File: src/rtl/fetch_sequencer.sv
// Instruction-fetch sequencer: owns the PC, fetches over imem req/ack, presents words to decode
// over valid/ready and tracks in-flight PCs so a taken branch can redirect fetch and flush.
module fetch_sequencer #(
  parameter int unsigned ADDR_W   = 16,
  parameter int unsigned RESET_PC = 0,
  parameter int unsigned DEPTH    = 4
) (
  input  logic              clk,
  input  logic              rst_n,
  input  logic              run,
  output logic              imem_req,
  output logic [ADDR_W-1:0] imem_addr,
  input  logic              imem_ack,
  input  logic [31:0]       imem_rdata,
  output logic              instr_valid,
  output logic [31:0]       instr,
  input  logic              instr_ready,
  input  logic              exec_step,
  input  logic              global_disable,
  input  logic [31:0]       delta_instruction,
  output logic [ADDR_W-1:0] pc,
  output logic              halted
);

  localparam int unsigned PW = (DEPTH > 1) ? $clog2(DEPTH) : 1;
  localparam int unsigned CW = PW + 1;

  typedef enum logic [1:0] {
    IDLE,
    REQ,
    HOLD,
    DROP
  } state_t;

  state_t            state;
  state_t            state_n;
  logic [ADDR_W-1:0] fifo_mem [DEPTH];
  logic [PW-1:0]     head;
  logic [PW-1:0]     tail;
  logic [CW-1:0]     count;
  logic [CW-1:0]     count_n;
  logic              push;
  logic              pop;
  logic              flush;
  logic [31:0]       target_full;
  logic [ADDR_W-1:0] target;
  logic              unused_target_bits;

  // Target is formed at 32 bits and truncated, so negative deltas wrap modulo 2^ADDR_W.
  always_comb begin
    push        = (state == HOLD) && instr_valid && instr_ready;
    pop         = exec_step && (count != '0);
    flush       = global_disable && (count != '0);
    target_full = 32'(fifo_mem[head]) + delta_instruction;
    target      = target_full[ADDR_W-1:0];
    count_n     = count + CW'(push) - CW'(pop);
  end

  assign unused_target_bits = ^target_full;

  always_comb begin
    state_n = state;
    case (state)
      IDLE: if (run && (count < CW'(DEPTH))) state_n = REQ;
      REQ:  if (imem_ack) state_n = HOLD;
      HOLD: if (push) state_n = (run && (count_n < CW'(DEPTH))) ? REQ : IDLE;
      DROP: if (imem_ack) state_n = IDLE;
      default: state_n = IDLE;
    endcase
    // A redirect with a request still outstanding must wait out the stale ack in DROP.
    if (flush && (state != DROP)) begin
      state_n = ((state == REQ) && !imem_ack) ? DROP : IDLE;
    end
  end

  always_ff @(posedge clk or negedge rst_n) begin
    if (!rst_n) begin
      state       <= IDLE;
      pc          <= ADDR_W'(RESET_PC);
      imem_addr   <= ADDR_W'(RESET_PC);
      imem_req    <= 1'b0;
      instr_valid <= 1'b0;
      instr       <= '0;
      halted      <= 1'b1;
      head        <= '0;
      tail        <= '0;
      count       <= '0;
    end else begin
      state       <= state_n;
      imem_req    <= (state_n == REQ) || (state_n == DROP);
      instr_valid <= (state_n == HOLD);
      halted      <= (state_n == IDLE) && !run;
      if ((state_n == REQ) && (state != REQ)) imem_addr <= pc;
      if ((state == REQ) && imem_ack && !flush) instr <= imem_rdata;
      if (flush) begin
        pc    <= target;
        head  <= '0;
        tail  <= '0;
        count <= '0;
      end else begin
        if ((state == REQ) && imem_ack) pc <= pc + ADDR_W'(1);
        if (push) tail <= tail + PW'(1);
        if (pop)  head <= head + PW'(1);
        count <= count_n;
      end
    end
  end

  // The word in HOLD was fetched from pc-1, since pc advanced on its ack.
  always_ff @(posedge clk) begin
    if (push && !flush) fifo_mem[tail] <= pc - ADDR_W'(1);
  end

endmodule

File: config.mk
export PLATFORM = sky130hd
export DESIGN_NAME = fetch_sequencer
export DESIGN_NICKNAME = d
export VERILOG_FILES = /design/src/rtl/fetch_sequencer.sv
export SDC_FILE = /design/constraint.sdc
export NUM_CORES = 1
export LEC_CHECK = 0
export CORE_ASPECT_RATIO = 1.2
export CORE_UTILIZATION = 50
export DETAILED_ROUTE_END_ITERATION = 8
export PLACE_DENSITY = 0.75
export SYNTH_ARGS = -nofsm -noshare
export SYNTH_HDL_FRONTEND = slang
export SYNTH_SLANG_ARGS = --single-unit
File: constraint.sdc
create_clock -name clk -period 3.85 [get_ports clk]
set_input_delay 0.77 -clock clk [delete_from_list [all_inputs] [get_ports clk]]
set_output_delay 0.77 -clock clk [all_outputs]
set_load 0.005 [all_outputs]
==> flow_summary.json <==
{
  "postRouteAntennaNets": 0,
  "worstSetupStartpointType": "primary input",
  "post_cts_buffers": 0,
  "fp.dieH_um": 127.8,
  "clockBufferDepth": 2,
  "holdBufCountCts": 0,
  "report.final.setup_viol": 0,
  "mostFrequentLayoutCells": "clkdlybuf4s50_1, dfrtp_1, edfxtp_1, mux2_2, nor2_1",
  "vias_per_cell": 5.516,
  "ctsResizeCount": 0,
  "cts.htree.levels": 4,
  "numCtsBuffers": 17,
  "clock_latency_ns": 0.41,
  "hold_path.class": "primary input to async pin",
  "rsz0062_at_grt": "no",
  "cts_root_buffer": "clkbuf_16",
  "drv_cap": 0,
  "port_buffers": 121,
  "postSynthAreaPerCell_um2": 13.26,
  "slew_violations": 0,
  "yosys_warnings": 0,
  "rows": 45,
  "io_pins": 138,
  "synthesis.area_um2": 6593,
  "critPathKind": "primary input to register",
  "p_leak_nw": 3.382,
  "endpoint_kind": "register",
  "nNetsFinal": 723,
  "finalCriticalPeriod_ns": 3.491,
  "required_ns": 4.14,
  "layout-drive-gt1-share_pct": 17.97,
  "drcViolationCount": 0,
  "grt_max_degree": 76,
  "overflow": 0,
  "antenna_found_initial": 0,
  "grt_pass1_vias": 4708,
  "synthMuxAreaShare_pct": 14.12,
  "detail_route.first_pass.iterations": 5,
  "finalHoldViolCount": 0,
  "clk_pin_slew_worst_paths_ns": 0.06,
  "yosys_register_bits": 139,
  "status": "finished clean",
  "track_usage_pct": 23.94,
  "drt-initial-drc-count": 326,
  "fin_crit_sh_pct": 90.69,
  "syn_to_final_growth_pct": 30.95,
  "fin_area_um2": 8633,
  "final_common_cell": "clkdlybuf4s50_1",
  "placed_area_um2": 8026,
  "wl_um": 15010,
  "dpl_worst_slack_ns": -0.09915,
  "gp_congestion": 0.8651,
  "grt_pass1_wl_um": 24370,
  "p_per_area_nw_per_um2": 796.8,
  "synth_edf_count": 64,
  "synth_fp_nets": 593,
  "die_width_um": 106.8,
  "synth_xor_area_share_pct": 5.846,
  "arrival_ns": 3.78,
  "synth_fa_ha_area_share_pct": 4.972,
  "n_antenna_cell": 0,
  "relSlewSlack_pct": 37.88,
  "yosysSeqAreaShare_pct": 57.64,
  "yosys.area_share.simple_pct": 9.850,
  "wl_per_cell_um": 18.67,
  "ir_drop_v": 0.0004660,
  "final.setup.worst_slack_ns": 0.3585,
  "synthFlopType": "dfrtp_1",
  "cp_max_fo": 17,
  "synth_top_family_by_area": "multiplexers",
  "cts_tree": "built",
  "initial_utilization_pct": 51.58,
  "syn_inst": 497,
  "hold_slack_ns": 0.4949,
  "max_freq_mhz": 286.4,
  "async_flop_share_pct": 53.96,
  "dp_hpwl_um": 10590,
  "nFillCells": 935,
  "worstMarginPinSlew_ns": 0.9318,
  "num_vias": 4435,
  "dieArea_um2": 13650,
  "ff2ff_setup_slack_ns": 0.43,
  "finalClockSkew_ns": 0.008462,
  "finalPower_mw": 6.879,
  "clock-sinks": 139,
  "synth_compound_area_share_pct": 4.935,
  "core_area_um2": 12780,
  "ys_types": 50
}
==> path summary, 6_finish.rpt <==
kind / to / start / cells after the start
max: imem_addr[13]$_DFFE_PN0P_ / instr_ready / 14
min: instr[3]$_DFFE_PN0P_ / rst_n / 1
max reg2reg: pc[14]$_DFFE_PN0P_ / head[0]$_DFFE_PN0P_ / 11
min reg2reg: imem_addr[13]$_DFFE_PN0P_ / imem_addr[13]$_DFFE_PN0P_ / 1
max in group asynchronous: tail[1]$_DFFE_PN0P_ / rst_n / 1
min in group clk: imem_addr[13]$_DFFE_PN0P_ / imem_addr[13]$_DFFE_PN0P_ / 1
==> report_power, final <==
group	switching [mW]	internal [mW]	leakage, nW
Sequential	0.448	2.08	1.48
Clock	0.600	1.08	0.300
Combinational	1.17	1.50	1.60
Total	2.22	4.66	3.38
==> state kept, by name, summed over array words and instances (netlist names) <==
register     count
count            3
imem_addr       16
halted           1
state            2
head             2
instr_valid      1
fifo_mem        64
tail             2
pc              16
instr           32
==> cell usage after synthesis, types with 13 or more instances <==
master     n  area, um2
clkbuf_1  15      56.30
nand3_1   13      65.06
xor2_1    26      227.7
mux2_2    48      540.5
ha_1      23      287.8
nor2_1    33      123.9
a21oi_1   20      100.1
nand2_1   29      108.9
xnor2_1   18      157.7
inv_1     17      63.81
mux4_2    16      360.4
edfxtp_1  64       1922
dfrtp_1   74       1852
o21ai_0   17      85.08
==> layer usage <==
layer	vias to the layer above	wire length [um]	global-route usage [%]
li1	2054	-	-
met1	2178	5919	28.46
met2	175	7546	40.00
met3	28	1218	8.439
met4	0	327	8.944
met5	-	0	0
==> area by class of cell <==
type	count	area (um2)	area share (%)
sequential	139	3800	44.01
inverter	17	63.81	0.7391
multi-input combinational	316	2624	30.39
timing repair buffer	136	1334	15.45
clock buffer	19	432.9	5.014
clock inverter	13	173.9	2.014
tap	164	205.2	2.377
==> metrics by stage <==
| stage | cells | util [%] | TNS (ns) |
|---|---|---|---|
| after floorplan | 497 | - | 0 |
| after global placement | 772 | 62.80 | 0 |
| after detailed placement | 772 | 62.80 | -1.493 |
| after CTS | 804 | 67.55 | 0 |
| after global routing | 804 | 67.55 | 0 |
| final | 804 | 67.55 | 0 |
==> critical path, stage by stage <==
cell,delay (ns)
clkdlybuf4s50_1,0.48
nand4b_1,0.15
ha_1,0.32
inv_1,0.06
ha_1,0.14
inv_1,0.06
fa_1,0.37
xor2_1,0.24
nand3_1,0.10
o21ai_0,0.08
a31oi_1,0.15
nor4b_4,0.32
buf_12,0.20
mux2_2,0.34
==> logic make-up (layout without fill, tap and decap cells) <==
logic type / count (synthesis) / after routing
muxes: 67 / 67
adders and majority gates: 25 / 25
buffers and inverters: 42 / 185
AOI/OAI and AO/OA: 55 / 55
xor gates and xnor gates: 44 / 44
and+or+nand+nor: 125 / 125
DFF: 139 / 139
No activity file was read; power rests on OpenSTA's default activity.
==> edit 1: new RTL, same flow settings <==
The 4 states of `state_t` get a one-hot encoding in 4 bits.
--- a/src/rtl/fetch_sequencer.sv
+++ b/src/rtl/fetch_sequencer.sv
@@ -25,11 +25,11 @@
   localparam int unsigned PW = (DEPTH > 1) ? $clog2(DEPTH) : 1;
   localparam int unsigned CW = PW + 1;
 
-  typedef enum logic [1:0] {
-    IDLE,
-    REQ,
-    HOLD,
-    DROP
+  typedef enum logic [3:0] {
+    IDLE = 4'b0001,
+    REQ  = 4'b0010,
+    HOLD = 4'b0100,
+    DROP = 4'b1000
   } state_t;
 
   state_t            state;
Function: same outputs for any inputs over 10 cycles, from zero or initial values and one cycle with rst_n low; not proved beyond that.
==> edit 1 against the unedited design <==
Critical path depth down 4. Wire length increased by 4.4%. Sequential cell count grew 3. Final area up 2.4%. Global-route usage is 0.16 points lower. Synthesized area increased by 4.2%. Power shrank 2.6%. Setup slack improved by 0.080 ns. Largest power group unchanged.
==> edit 1: results <==
grt:
  use_met3_pct: 6.448
  met2_usage_pct: 41.73
  antenna_found_initial: 0
  grt_pass1_vias: 4767
  use_met1_pct: 27.88
  grt_max_degree: 79
  grt.total_usage_pct: 23.78
synthesis:
  synth-seq-area-share_pct: 56.42
  synth_fp_nets: 611
  ys_types: 61
  synth_ff_type: "dfrtp_1"
  synth_common_cells: "76 x dfrtp_1, 64 x edfxtp_1, 38 x nand2_1"
  async_flop_share_pct: 54.93
  syn_avg_cell_area_um2: 13.34
  synthTopCellsByArea: "edfxtp_1 28%, dfrtp_1 28%, mux2_1 5.4%"
  synth_enable_flop_cells: 64
timing:
  worst_slack_ns: 0.4381
  tightest_slew_ns: 0.9828
  skew_ns: 0.01135
  finalSetupViolations: 0
critical_path:
  cp_max_fo: 7
  cp.arrival_ns: 3.73
  crit_slowest_cell: "dfrtp_1"
  r2r-end: "pc[12]"
  path_delay_family: "compound AO/OA/AOI/OAI gates"
  crit_end: "pc[12]"
  cpPeakStageDelay_ns: 0.70
  r2r_cells: 10
  critPathKind: "reg -> reg"
power_and_ir_drop:
  peakVddDrop_mv: 0.4170
  leakage_nw: 3.570
clocking:
  root_buffer: "clkbuf_16"
  cts_resized: 0
  clk_latency_ns: 0.43
min_path:
  holdCritPathClass: "reg -> reg"
layout:
  antenna_cells: 0
  fin_nets: 739
  drive_gt1_share_pct: 13.57
  fillCellCount: 971
route:
  via_per_inst: 5.552
  drt_iter0_drc: 212
  wl_mm: 15.67
  dr.pass1.iters: 5
  routedWlPerCell_um: 19.02
status:
  status: "finished clean"
placed_design:
  gp_congestion: 0.8475
  dp.cells: 792
  place_hpwl_mm: 11.16
  placed_area_um2: 8248
  post-place-ws_ns: 0.03783
edit 1: changes by cell type after synthesis, sizes merged, moves of 6 or more:
cell    delta
nand2     +11
nor2       -7
nand3      -7
o21ai      +6
buf        +6
clkbuf     -6
nor3       +8
edit 1: area by class of cell:
class / instances / share of cell area, %
clock buffers: 23 / 5.790
clock inverters: 9 / 0.8918
inverters: 17 / 0.7220
multi-input cells: 331 / 31.44
flip-flops and latches: 142 / 43.86
well taps: 168 / 2.378
repair buffers: 134 / 14.92
edit 1: logic make-up after synthesis:
group	after synthesis	share of synthesized area (%)
flops	142	56.42
simple gates	133	10.31
xor+xnor	43	5.682
mux	61	13.20
compound gates	69	6.484
fa+ha+maj	25	4.772
buf+inv	42	3.132
edit 1: worst min-delay path by stage:
stage | slack, ns | cells after the start | start | to
6_report | 0.49 | 2 | imem_addr[1] | imem_addr[1]
5_1_grt | 0.50 | 1 | instr[30] | instr[30]
4_1_cts | 0.49 | 2 | imem_addr[1] | imem_addr[1]
3_5_place_dp | 0.48 | 2 | imem_addr[1] | imem_addr[1]
3_3_place_gp | 0.47 | 2 | imem_addr[0] | imem_addr[0]
2_1_floorplan | 0.47 | 0 | rst_n | count[0]
edit 1: worst register-to-register path: cells and delay by family (launching register included):
kind	cells	cell delay [ns]
buffers and inverters	1	0.07
AND/OR/NAND/NOR	1	0.08
multiplexers	1	0.58
AO/OA/AOI/OAI	5	1.45
adder cells (fa/ha/maj)	2	0.42
flip-flops	1	0.70
edit 1: through the flow:
stage	total power, mW	utilization (%)	hold slack (ns)
after floorplan	3.957	-	0.4744
after global placement	5.009	62.04	0.4691
after detailed placement	5.107	62.04	0.4750
after CTS	6.739	66.48	0.4881
after global routing	7.102	66.48	0.5042
final	6.699	66.48	0.4876
edit 1: where the power goes:
part	internal, mW	total [mW]	switching, mW	leakage (nW)
clock	1.00	1.62	0.614	0.297
combinational	1.44	2.56	1.12	1.71
sequential	2.09	2.53	0.443	1.56
total	4.52	6.70	2.18	3.57
edit 1: metal layers:
layer,share of wire [%],wire length (um),vias up
met3,6.2,972,20
met2,53,8255,166
met4,1.5,232,0
met1,40,6209,2242
li1,-,-,2147
met5,0,0,-
==> edit 2: new RTL, same flow settings <==
Made on the original files. The parameter `DEPTH` goes from 4 to 8.
--- a/src/rtl/fetch_sequencer.sv
+++ b/src/rtl/fetch_sequencer.sv
@@ -3,7 +3,7 @@
 module fetch_sequencer #(
   parameter int unsigned ADDR_W   = 16,
   parameter int unsigned RESET_PC = 0,
-  parameter int unsigned DEPTH    = 4
+  parameter int unsigned DEPTH    = 8
 ) (
   input  logic              clk,
   input  logic              rst_n,
Function: changed (Yosys sat finds a counterexample within 10 cycles, from zero or initial values and one cycle with rst_n low).
==> edit 2 against the unedited design <==
Final area up 35%. Non-clock buffer count up 16. Sequential cell count is 67 higher. Synthesized area is 43% higher. Wire length rose by 47%. Final cell count up 31%. Setup slack got worse by 0.041 ns. Power is 27% higher. Sequential power is 40% higher.
==> edit 2: results <==
route:
  dr_wl_met3_mm: 1.723
  dr.pass1.iters: 4
  wl_mm: 22.01
  wl_met2_mm: 10.97
  drt_iter0_drc: 383
  wl_met1_mm: 8.718
  via_per_inst: 5.630
  routedWlPerCell_um: 20.96
power_and_ir_drop:
  internal_power_mw: 5.926
  p_comb_mw: 3.31
  leakage_nw: 4.331
  peakVddDrop_mv: 0.4385
grt:
  grt_pass1_wl_mm: 34.80
  grt_max_degree: 79
  use_met3_pct: 5.618
  use_met1_pct: 29.75
  grt_pass1_vias: 6446
placed_design:
  placed_area_um2: 11060
  gp_congestion: 0.8469
synthesis:
  synth_enable_flop_cells: 128
  synth_common_cells: "128 x edfxtp_1, 77 x dfrtp_1, 52 x mux2_2"
  synth-seq-area-share_pct: 61.55
  synth_compound_area_share_pct: 5.540
  synthCells: 641
  synth_mux_area_share_pct: 15.68
  async_flop_share_pct: 37.86
  synth_ff_type: "edfxtp_1"
  synth-xor-area-share_pct: 3.720
  yosys.area_share.adder_pct: 3.614
  ys_types: 60
  synthTopCellsByArea: "edfxtp_1 41%, dfrtp_1 20%, mux4_2 7.7%"
layout:
  fillCellCount: 1323
  drive_gt1_share_pct: 20.68
  final_area_um2: 11680
clocking:
  clock_path_buffers: 3
  cts_buffers: 21
  cts_max_level: 1
  clk_latency_ns: 0.49
status:
  status: "finished clean"
critical_path:
  worstPathRequired_ns: 4.19
  cp_max_fo: 13
  path_delay_family: "compound AO/OA/AOI/OAI gates"
  cpPeakStageDelay_ns: 0.64
timing:
  skew_ns: 0.01045
  tightest_slew_ns: 1.016
-- edit 2: cell count changes after synthesis, moves of 7 or more --
cell,before,now
nand2_1,29,45
o21ai_0,17,24
mux4_2,16,32
edfxtp_1,64,128
mux2_4,0,10
nor3_1,6,16
inv_1,17,26
-- edit 2: worst paths after layout --
check / endpoint / slack [ns] / depth (start not counted)
max: pc[12] / 0.32 / 10
min reg2reg: instr[24] / 0.51 / 1
max reg2reg: pc[12] / 0.32 / 10
min: instr[6] / 0.45 / 1
max in group asynchronous: head[0] / 2.68 / 1
min in group clk: instr[24] / 0.51 / 1
-- edit 2: final cells by class --
cell class | count | area share, %
Sequential cell | 206 | 49.63
Clock inverter | 8 | 0.5248
Timing Repair Buffer | 152 | 12.45
Inverter | 26 | 0.8354
Tap cell | 252 | 2.699
Clock buffer | 28 | 4.809
Multi-Input combinational cell | 378 | 29.06
